`config.mk`:
```
export PLATFORM = sky130hd
export DESIGN_NAME = imem_port_arbiter
export DESIGN_NICKNAME = d
export VERILOG_FILES = /design/src/rtl/imem_port_arbiter.sv
export SDC_FILE = /design/constraint.sdc
export NUM_CORES = 1
export LEC_CHECK = 0
export BUFFER_PORTS_ARGS = -buffer_cell sky130_fd_sc_hd__buf_2
export CAP_MARGIN = 15
export CORE_MARGIN = 3
export CORE_UTILIZATION = 39
export CTS_BUF_LIST = sky130_fd_sc_hd__clkbuf_4 sky130_fd_sc_hd__clkbuf_8
export CTS_CLUSTER_DIAMETER = 30
export DETAILED_ROUTE_END_ITERATION = 16
export HOLD_SLACK_MARGIN = 0.06
export PLACE_DENSITY = 0.78
export SETUP_SLACK_MARGIN = 0.5
export SLEW_MARGIN = 5
export SYNTH_ARGS = -nofsm -noshare
export SYNTH_HDL_FRONTEND = slang
export SYNTH_SLANG_ARGS = --single-unit
export TNS_END_PERCENT = 20
```
`constraint.sdc`:
```
create_clock -name clk -period 2.3 [get_ports clk]
set_clock_uncertainty 0.2 [all_clocks]
set_input_delay 0.345 -clock clk [delete_from_list [all_inputs] [get_ports clk]]
set_output_delay 0.345 -clock clk [all_outputs]
set_load 0.03 [all_outputs]
```
`src/rtl/imem_port_arbiter.sv`:
```
// Two-requester (IF / DBG) arbiter for the single combinational read port of the instruction memory.
// Latency: grant is combinational in cycle N, read data returned registered in cycle N+1.
// Backpressure: none queued; a denied requester must hold its request. DBG is forced to win after MAX_WAIT denials.
//
// Ports:
//   clk, rst                          clock (rising edge), asynchronous active-high reset
//   i_if_req/i_if_addr                IF fetch request and byte address
//   o_if_gnt                          IF granted this cycle (combinational)
//   o_if_rvalid/o_if_rdata            IF read response, one-cycle pulse the cycle after the grant
//   o_if_misalign                     with o_if_rvalid: granted IF address had addr[1:0] != 0
//   i_dbg_req/i_dbg_addr              DBG read request and byte address
//   o_dbg_gnt                         DBG granted this cycle (combinational)
//   o_dbg_rvalid/o_dbg_rdata          DBG read response, one-cycle pulse the cycle after the grant
//   o_mem_addr/i_mem_data             memory read port (memory indexes word addr>>2)
module imem_port_arbiter #(
    parameter int ADDR_W   = 32,
    parameter int DATA_W   = 32,
    parameter int MAX_WAIT = 4
) (
    input  logic              clk,
    input  logic              rst,
    input  logic              i_if_req,
    input  logic [ADDR_W-1:0] i_if_addr,
    output logic              o_if_gnt,
    output logic              o_if_rvalid,
    output logic [DATA_W-1:0] o_if_rdata,
    output logic              o_if_misalign,
    input  logic              i_dbg_req,
    input  logic [ADDR_W-1:0] i_dbg_addr,
    output logic              o_dbg_gnt,
    output logic              o_dbg_rvalid,
    output logic [DATA_W-1:0] o_dbg_rdata,
    output logic [ADDR_W-1:0] o_mem_addr,
    input  logic [DATA_W-1:0] i_mem_data
);

    localparam int CNT_W = $clog2(MAX_WAIT + 1);
    localparam logic [CNT_W-1:0] WAIT_MAX = CNT_W'(MAX_WAIT);

    typedef enum logic [1:0] {
        OWN_NONE = 2'd0,
        OWN_IF   = 2'd1,
        OWN_DBG  = 2'd2
    } owner_e;

    owner_e            owner_q, owner_d;
    logic [CNT_W-1:0]  wait_cnt_q, wait_cnt_d;
    logic [DATA_W-1:0] if_rdata_q, if_rdata_d;
    logic [DATA_W-1:0] dbg_rdata_q, dbg_rdata_d;
    logic              misalign_q, misalign_d;
    logic              if_win, dbg_win;

    // IF has default priority; DBG wins when alone or once it has been
    // denied MAX_WAIT consecutive cycles.
    always_comb begin
        dbg_win = i_dbg_req && (!i_if_req || (wait_cnt_q == WAIT_MAX));
        if_win  = i_if_req && !dbg_win;
    end

    always_comb begin
        o_mem_addr = '0;
        if (if_win) begin
            o_mem_addr = i_if_addr;
        end else if (dbg_win) begin
            o_mem_addr = i_dbg_addr;
        end
    end

    assign o_if_gnt  = if_win;
    assign o_dbg_gnt = dbg_win;

    // Next-state: denial streak counter, owner of the in-flight read, and
    // per-requester data registers that hold their value between pulses.
    always_comb begin
        wait_cnt_d  = '0;
        owner_d     = OWN_NONE;
        if_rdata_d  = if_rdata_q;
        dbg_rdata_d = dbg_rdata_q;
        misalign_d  = 1'b0;

        if (i_dbg_req && !dbg_win) begin
            wait_cnt_d = (wait_cnt_q == WAIT_MAX) ? wait_cnt_q : wait_cnt_q + CNT_W'(1);
        end

        if (if_win) begin
            owner_d    = OWN_IF;
            if_rdata_d = i_mem_data;
            misalign_d = (i_if_addr[1:0] != 2'b00);
        end else if (dbg_win) begin
            owner_d     = OWN_DBG;
            dbg_rdata_d = i_mem_data;
        end
    end

    always_ff @(posedge clk or posedge rst) begin
        if (rst) begin
            owner_q     <= OWN_NONE;
            wait_cnt_q  <= '0;
            if_rdata_q  <= '0;
            dbg_rdata_q <= '0;
            misalign_q  <= 1'b0;
        end else begin
            owner_q     <= owner_d;
            wait_cnt_q  <= wait_cnt_d;
            if_rdata_q  <= if_rdata_d;
            dbg_rdata_q <= dbg_rdata_d;
            misalign_q  <= misalign_d;
        end
    end

    // The owner register doubles as the response-valid pulse: it is reloaded
    // every cycle, so each grant produces exactly one rvalid cycle.
    assign o_if_rvalid   = (owner_q == OWN_IF);
    assign o_dbg_rvalid  = (owner_q == OWN_DBG);
    assign o_if_rdata    = if_rdata_q;
    assign o_dbg_rdata   = dbg_rdata_q;
    assign o_if_misalign = misalign_q;

endmodule

```
# Word-level counts from Yosys, hierarchy flattened
# Cells that the tools add are included.
[classes]
addsub = 1
eq_ne = 4
muxes = 7
bitwise = 1
reduce_logical = 8
[op_table]
columns = ["cell", "count"]
rows = [
  ["$mux W32", 2],
  ["$mux W3", 2],
  ["$mux W2", 2],
  ["$add A3 B1 Y3 const B", 1],
  ["$eq A3 B3 Y1 const B", 1],
  ["$logic_and A1 B1 Y1", 3],
  ["$eq A2 B1 Y1 const B", 1],
  ["$eq A2 B2 Y1 const B", 1],
  ["$logic_not A1 Y1", 2],
  ["$ne A2 B2 Y1 const B", 1],
  ["$reduce_and A2 Y1", 1],
  ["$reduce_bool A2 Y1", 1],
  ["$logic_or A1 B1 Y1", 1],
  ["$mux W1", 1],
  ["$not A1 Y1", 1],
]
[totals]
register_bits = 70

# Depth between registers and ports, before layout
# Gate-level depths: netlist (run 1).
[logic_depth]
depth_word = 7
mapped_depth = 8
mapped_depth_nobuf = 6

# Worst setup path before layout (run 1)
# No wires, ideal clock.
[synth_path]
kind = "reg2out"
start = "reg wait_cnt_q[0]"
end = "out o_mem_addr[0]"
arrival_time_ps = 1515
t_required_ps = 1755
setup_slack_ps = 240
path_stages_with_launch = 8
path_buffers = 2
cell_sequence = "dfrtp_1 -> inv_1 -> ha_1 -> nand2_1 -> a21boi_2 -> buf_6 -> buf_2 -> a22o_1"
[synth_between]
elab_chain_len = 6
[synth_rtl]
columns = ["item", "line_no", "source"]
rows = [
  ["start: declaration", "47", "logic [CNT_W-1:0] wait_cnt_q, wait_cnt_d;"],
  ["start signal: assignment", "104", "wait_cnt_q <= wait_cnt_d;"],
  ["$eq A3 B3 Y1 *", "56", "dbg_win = i_dbg_req && (!i_if_req || (wait_cnt_q == WAIT_MAX));"],
  ["$logic_or A1 B1 Y1 *", "56", ""],
  ["$logic_and A1 B1 Y1 *", "56", ""],
  ["$logic_not A1 Y1", "57", "if_win = i_if_req && !dbg_win;"],
  ["$logic_and A1 B1 Y1", "57", ""],
  ["$mux W32 *", "62", "if (if_win) begin"],
  ["end: declaration", "33", "output logic [ADDR_W-1:0] o_mem_addr,"],
]
# Mark *: on every way between the ends. The rest lies on a longest branch, timed or not.

# Final worst setup path (run 1)
[layout_path]
start = "reg wait_cnt_q[0]"
end = "out o_mem_addr[12]"
# The elaborated chain is that of the path after synthesis.

==> out/metrics.cfg, run 1 <==
[layout]
drive_gt1_frac=0.643
layout.nets=558
antenna-diode-count=0
area.growth.synth_to_final_pct=73.1

[global_routing]
antenna_found_initial=0
grt_pass1_wl_um=15200
grt_max_degree=71
grt_pass1_vias=3016
grt_overflow=0
track_usage=0.228

[pwr]
p_int_mw=2.53
clkPwrFrac=0.300
sw_frac_of_total=0.317
comb_power_share=0.310
seqPwrFrac=0.391
powerDensity_nw_per_um2=715
ir_drop_v=0.000448
p_sw_mw=1.18
leakage_nw=2.59

[synth]
ys_seq_elements=70
yosysMostFrequentCell=dfrtp_1
syn_area_per_cell_sq_um=15.0
synth_edf_count=0
yosys-top-cells-area=dfrtp_1, mux2_2, a22o_1, mux2_1, buf_6
ys_types=21
synthCells=200
synth_top_cell_by_area=dfrtp_1
synthesis.area_sq_um=3000
yosys-top-cells-count=dfrtp_1, mux2_2, a22o_1
async_reset_ff_frac=1.00
yosysSeqAreaShare=0.585
yosys_warnings=0
yosys.area.top_type_share=0.585
synth_nets=302
ys.flop_type=dfrtp_1

[timing]
fin_hold_ws_ps=109
hold_viol=0
drv_slew=0
post-route-period-util=1.03
setup_ws_ps=-63.1
rsz0062_at_grt=true
fin_crit_ps=2360
setup_viol=31
slew_headroom=0.739
worst_pin_slew_ps=391
max_freq_ghz=0.423

[floorplanning]
fp.dieH_um=93.7
dieArea_sq_um=8770
initial_core_util=0.407
fp.dieW_um=93.7
rows=31
ioPinCount=201
core_sq_um=7370

[detailed_routing]
drc=0
routed_wl_um=10400
antenna_left=0
drt_first_pass_iters=4
drt_iter0_drc=88
drt-wirelength-per-cell_um=18.6
drt-vias-per-instance=5.02
num_vias=2804

[critical_path]
arrival_ps=1820
r2r_slack_ps=310
crit_type=flop to output pin
worstPathMaxFanout=32
worst-endpoint-required_ps=1750
startpoint_type=flop
crit_path_end_kind=output pin

[cts]
path_clk_slew_ps=70
htreeDepth=3
root_buffer=clkbuf_8
cts.sinks=70
clockBufferDepth=2
clock_latency_ps=330
tritoncts=done
cts_made_buffers=9

[placement]
dpl.hpwl_um=6560
pre_cts_slack_ps=115
io_buffers=200
place.gp.congestion=0.716

[flow_run]
maxCapViolations=0

[worst_hold_path]
min_path_type=input port to flop

[outcome]
violations=setup timing
status=finished, violations left

[registers in the layout, summed over array words and instances (netlist names)]
signal,count
o_dbg_rdata,32
o_if_misalign,1
o_if_rdata,32
owner_q,2
wait_cnt_q,3
[metrics by stage]
stage                     cells  cell area [sq um]   util  TNS [ps]  power [mW]
final                       559               5190  0.704     -1290        3.71
after global routing        559               5190  0.704     -4310        3.87
after CTS                   553               5050  0.686     -2070        3.70
after detailed placement    493               4130  0.560         0        2.44
after global placement      493               4130  0.560         0        2.42
after floorplan             200               3000      -         0        2.09
[final timing paths]
check / from / endpoint / cells past startpoint
max in group asynchronous: rst / owner_q[0]$_DFF_PP0_ / 4
min in group asynchronous: rst / wait_cnt_q[1]$_DFFE_PP0P_ / 4
hold reg to reg: o_dbg_rdata[17]$_DFFE_PP0P_ / o_dbg_rdata[17]$_DFFE_PP0P_ / 1
setup reg to reg: wait_cnt_q[0]$_DFFE_PP0P_ / o_if_rdata[15]$_DFFE_PP0P_ / 6
setup / recovery: wait_cnt_q[0]$_DFFE_PP0P_ / o_mem_addr[12] / 8
hold / removal: i_dbg_req / wait_cnt_q[2]$_DFFE_PP0P_ / 3
[per-layer routing]
metal | up-vias | GRT usage | part of all wire
met4 | 0 | 0.0890 | 0.029
met1 | 1378 | 0.229 | 0.35
met2 | 146 | 0.435 | 0.55
met3 | 28 | 0.0697 | 0.078
li1 | 1252 | - | -
met5 | - | 0 | 0
[cell usage in the layout, fill, tap and decap left out, types with 2 or more instances in the layout]
master	n
nand2_4	2
inv_2	2
mux2_2	46
clkbuf_8	11
bufinv_16	2
dfrtp_1	70
nor2_1	4
a22o_1	31
buf_12	5
dlygate4sd3_1	35
mux2_1	16
buf_16	3
buf_2	167
mux2_4	2
clkbuf_16	2
nor2b_1	2
buf_6	34
buf_4	12
clkinvlp_4	2
[final cells by class]
cell class / instances / area, sq um
clock inverter: 3 / 67.6
fill: 501 / 2180
inverter: 4 / 23.8
clock buffer: 12 / 159
sequential: 70 / 1750
timing repair buffer: 258 / 1890
tap: 99 / 124
multi-input combinational: 113 / 1170
[cells by family (layout without fill, tap and decap cells)]
| logic type | count (synthesis) | count (layout) | synth area share |
|---|---|---|---|
| fa+ha+maj | 2 | 2 | 0.00835 |
| compound gates | 34 | 34 | 0.0998 |
| flops | 70 | 70 | 0.585 |
| mux | 65 | 65 | 0.244 |
| simple gates | 12 | 12 | 0.0225 |
| buf+inv | 17 | 277 | 0.0409 |
[critical path, stage by stage, from the launching register on]
cell and delay (ps):
dfrtp_1 390, inv_2 80, ha_4 150, nand3_1 140
nand2_4 130, inv_6 60, buf_12 160, a22o_1 220
buf_6 140
[timing repair]
item,4_1_cts,5_1_grt
hold buffers,35,0
setup endpoints to repair,96,97
gates cloned,3,2
gates resized for setup,69,14
pin swaps,14,24
setup buffers,7,4
hold endpoints to repair,134,0
[power by group through the flow]
| stage | registers, mW | clock network (mW) | logic (mW) |
|---|---|---|---|
| after floorplan | 1.75 | 0 | 0.338 |
| after global placement | 1.46 | 0 | 0.959 |
| after detailed placement | 1.47 | 0 | 0.975 |
| after CTS | 1.45 | 1.14 | 1.11 |
| after global routing | 1.46 | 1.20 | 1.20 |
| final | 1.45 | 1.11 | 1.15 |
Note: power is estimated with default switching activity, not from simulation.
==> inputs of run 2 (changes only) <==
Settings changed: CORE_UTILIZATION 39 to 43, CTS_CLUSTER_SIZE set to 14, MAX_ROUTING_LAYER set to met4, PLACE_DENSITY 0.78 to 0.81.
Clock period 2.3 ns to 2.2 ns, I/O delays scaled along.
==> out/metrics.cfg, run 2 (same netlist as run 1, synthesis figures left out) <==
[outcome]
status=finished, violations left
violations=setup timing

[placement]
dp.cells=488  ; -1.0%
dpl.hpwl_um=6890  ; +5.0%
place.gp.congestion=0.832  ; +16%
io_buffers=200  ; unchanged
place_area_sq_um=4120  ; -0.30%

[critical_path]
crit_path_end_kind=output pin
path_cells=inv_2 -> ha_4 -> nand2_4 -> a21boi_4 -> buf_12 -> buf_12 -> buf_16 -> a22o_1 -> buf_6
rr_worst_depth=8  ; +2
worst-endpoint-required_ps=1670  ; -80 ps
worstPathMaxFanout=5  ; -84%
cpMaxStageDelayCell=dfrtp_1
startpoint_type=flop
cpMostUsedCell=buf_12
crit_type=flop to output pin
arrival_ps=1890  ; +70 ps
max_stage_delay_ps=390  ; about the same

[worst_hold_path]
min_path_type=input port to flop
min_path_cells=3  ; unchanged

[layout]
fillers=376  ; -25%
register_area_sq_um=1750  ; unchanged
layout.nets=554  ; -0.72%
multiInputGateArea_sq_um=1190  ; +2.0%
fin_cells=550  ; -1.6%
mostFrequentLayoutCells=buf_2, dfrtp_1, mux2_2, dlygate4sd3_1, buf_6
fin_area_sq_um=5150  ; -0.80%
drive_gt1_frac=0.646  ; +0.00204
area.growth.synth_to_final_pct=71.7
antenna-diode-count=0  ; unchanged
final_common_cell=buf_2

[global_routing]
grt_pass1_vias=2932  ; -2.8%
use_met2=0.459  ; +0.0247
use_met1=0.243  ; +0.0144
grt-busiest-layer=met2
antenna_found_initial=0  ; unchanged
track_usage=0.252  ; +0.0242
grt_pass1_wl_um=14400  ; -5.1%
grt_max_degree=42  ; -41%
grt_overflow=0  ; unchanged
use_met3=0.0710  ; +0.00126

[cts]
tritoncts=done
path_clk_slew_ps=70  ; about the same
clock_latency_ps=330  ; about the same
cts.sinks=70  ; unchanged
clockBufferDepth=2  ; unchanged
root_buffer=clkbuf_8
htreeDepth=3  ; unchanged
cts_made_buffers=9  ; unchanged

[floorplanning]
fp.dieH_um=89.5  ; -4.5%
fp.dieW_um=89.5  ; -4.5%
rows=29  ; -6.5%
ioPinCount=201  ; unchanged
dieArea_sq_um=8010  ; -8.7%
core_sq_um=6570  ; -11%
initial_core_util=0.456  ; +0.0497

[detailed_routing]
drt_iter0_drc=88  ; unchanged
drt-vias-per-instance=5.09  ; +1.4%
routed_wl_um=10600  ; +1.6%
drt-wirelength-per-cell_um=19.2  ; +3.3%
drt_first_pass_iters=4  ; unchanged
num_vias=2798  ; -0.21%
antenna_left=0  ; unchanged
drc=0  ; unchanged

[timing]
rsz0062_at_grt=true
setup_ws_ps=-223  ; -160 ps
slew_headroom=0.752  ; +0.0121
hold_viol=0  ; unchanged
tns_ps=-4720  ; -3420 ps
fin_hold_ws_ps=80.7  ; -28.3 ps
post-route-period-util=1.10
drv_slew=0  ; unchanged
fin_crit_ps=2420
worst_pin_slew_ps=373  ; -18.2 ps
max_freq_ghz=0.413
setup_viol=32  ; +3.2%

[pwr]
p_sw_mw=1.26  ; +7.4%
clkPwrFrac=0.301  ; about the same
p_int_mw=2.61  ; +3.3%
sw_frac_of_total=0.326  ; +0.00848
ir_drop_v=0.000754  ; +68%
leakage_nw=2.58  ; -0.27%
comb_power_share=0.310  ; about the same
power.total_mw=3.88  ; +4.6%
powerDensity_nw_per_um2=754  ; +5.5%
seqPwrFrac=0.389  ; -0.002

[flow_run]
maxCapViolations=0  ; unchanged

[run 2: changes by cell type in the layout (fill, tap and decap cells not counted), sizes merged]
cell	change
inv	+1
clkinv	+1
buf	-4
clkbuf	-1
dlygate4sd3	-1
dlymetal6s4s	+1
[run 2: routing by layer]
metal  up-vias  share of wire
li1       1242              -
met1      1373           0.35
met2       150           0.54
met3        33          0.072
met4         0          0.038
met5         -              0
[run 2: timing repair]
| action | 4_1_cts | 5_1_grt |
|---|---|---|
| gates resized for setup | 79 | 2 |
| gates cloned | 2 | 2 |
| hold buffers | 33 | 2 |
| setup endpoints to repair | 98 | 98 |
| endpoints found under the hold margin | 131 | 2 |
| pin swaps | 9 | 9 |
| buffers inserted | 5 | 2 |
[run 2: path summary, 6_finish.rpt]
kind                                             start                     endpoint  slack [ps]
max reg2reg                  wait_cnt_q[1]$_DFFE_PP0P_  o_dbg_rdata[12]$_DFFE_PP0P_         200
min                                          i_dbg_req    wait_cnt_q[2]$_DFFE_PP0P_          80
min in group asynchronous                          rst   o_if_rdata[16]$_DFFE_PP0P_         410
max in group asynchronous                          rst    wait_cnt_q[2]$_DFFE_PP0P_        1050
max                          wait_cnt_q[1]$_DFFE_PP0P_               o_mem_addr[11]        -220
min reg2reg                o_dbg_rdata[17]$_DFFE_PP0P_  o_dbg_rdata[17]$_DFFE_PP0P_         290
[run 2: critical path, delay by kind of cell, from the launching register on]
family                     cells  cell delay [ps]
AOI/OAI and AO/OA              2              370
adders and majority gates      1              160
buffers and inverters          5              580
DFF                            1              390
and+or+nand+nor                1               70
[run 2: power by group through the flow]
| stage | clock network [mW] | registers [mW] | logic (mW) |
|---|---|---|---|
| after floorplan | 0 | 1.83 | 0.353 |
| after global placement | 0 | 1.52 | 1.01 |
| after detailed placement | 0 | 1.53 | 1.03 |
| after CTS | 1.19 | 1.51 | 1.18 |
| after global routing | 1.25 | 1.53 | 1.26 |
| final | 1.17 | 1.51 | 1.20 |
[run 2: final cells by class]
type | count | area share
clock inverters | 5 | 0.0158
well taps | 93 | 0.0226
repair buffers | 254 | 0.357
flip-flops and latches | 70 | 0.340
inverters | 4 | 0.00365
clock buffers | 11 | 0.0282
multi-input cells | 113 | 0.232
[run 2: through the flow]
stage          utilization  setup slack, ps
3_3_place_gp         0.627             53.4
6_report             0.784             -223
3_5_place_dp         0.627           -0.284
4_1_cts              0.770             -162
5_1_grt              0.784             -289
2_1_floorplan            -              155
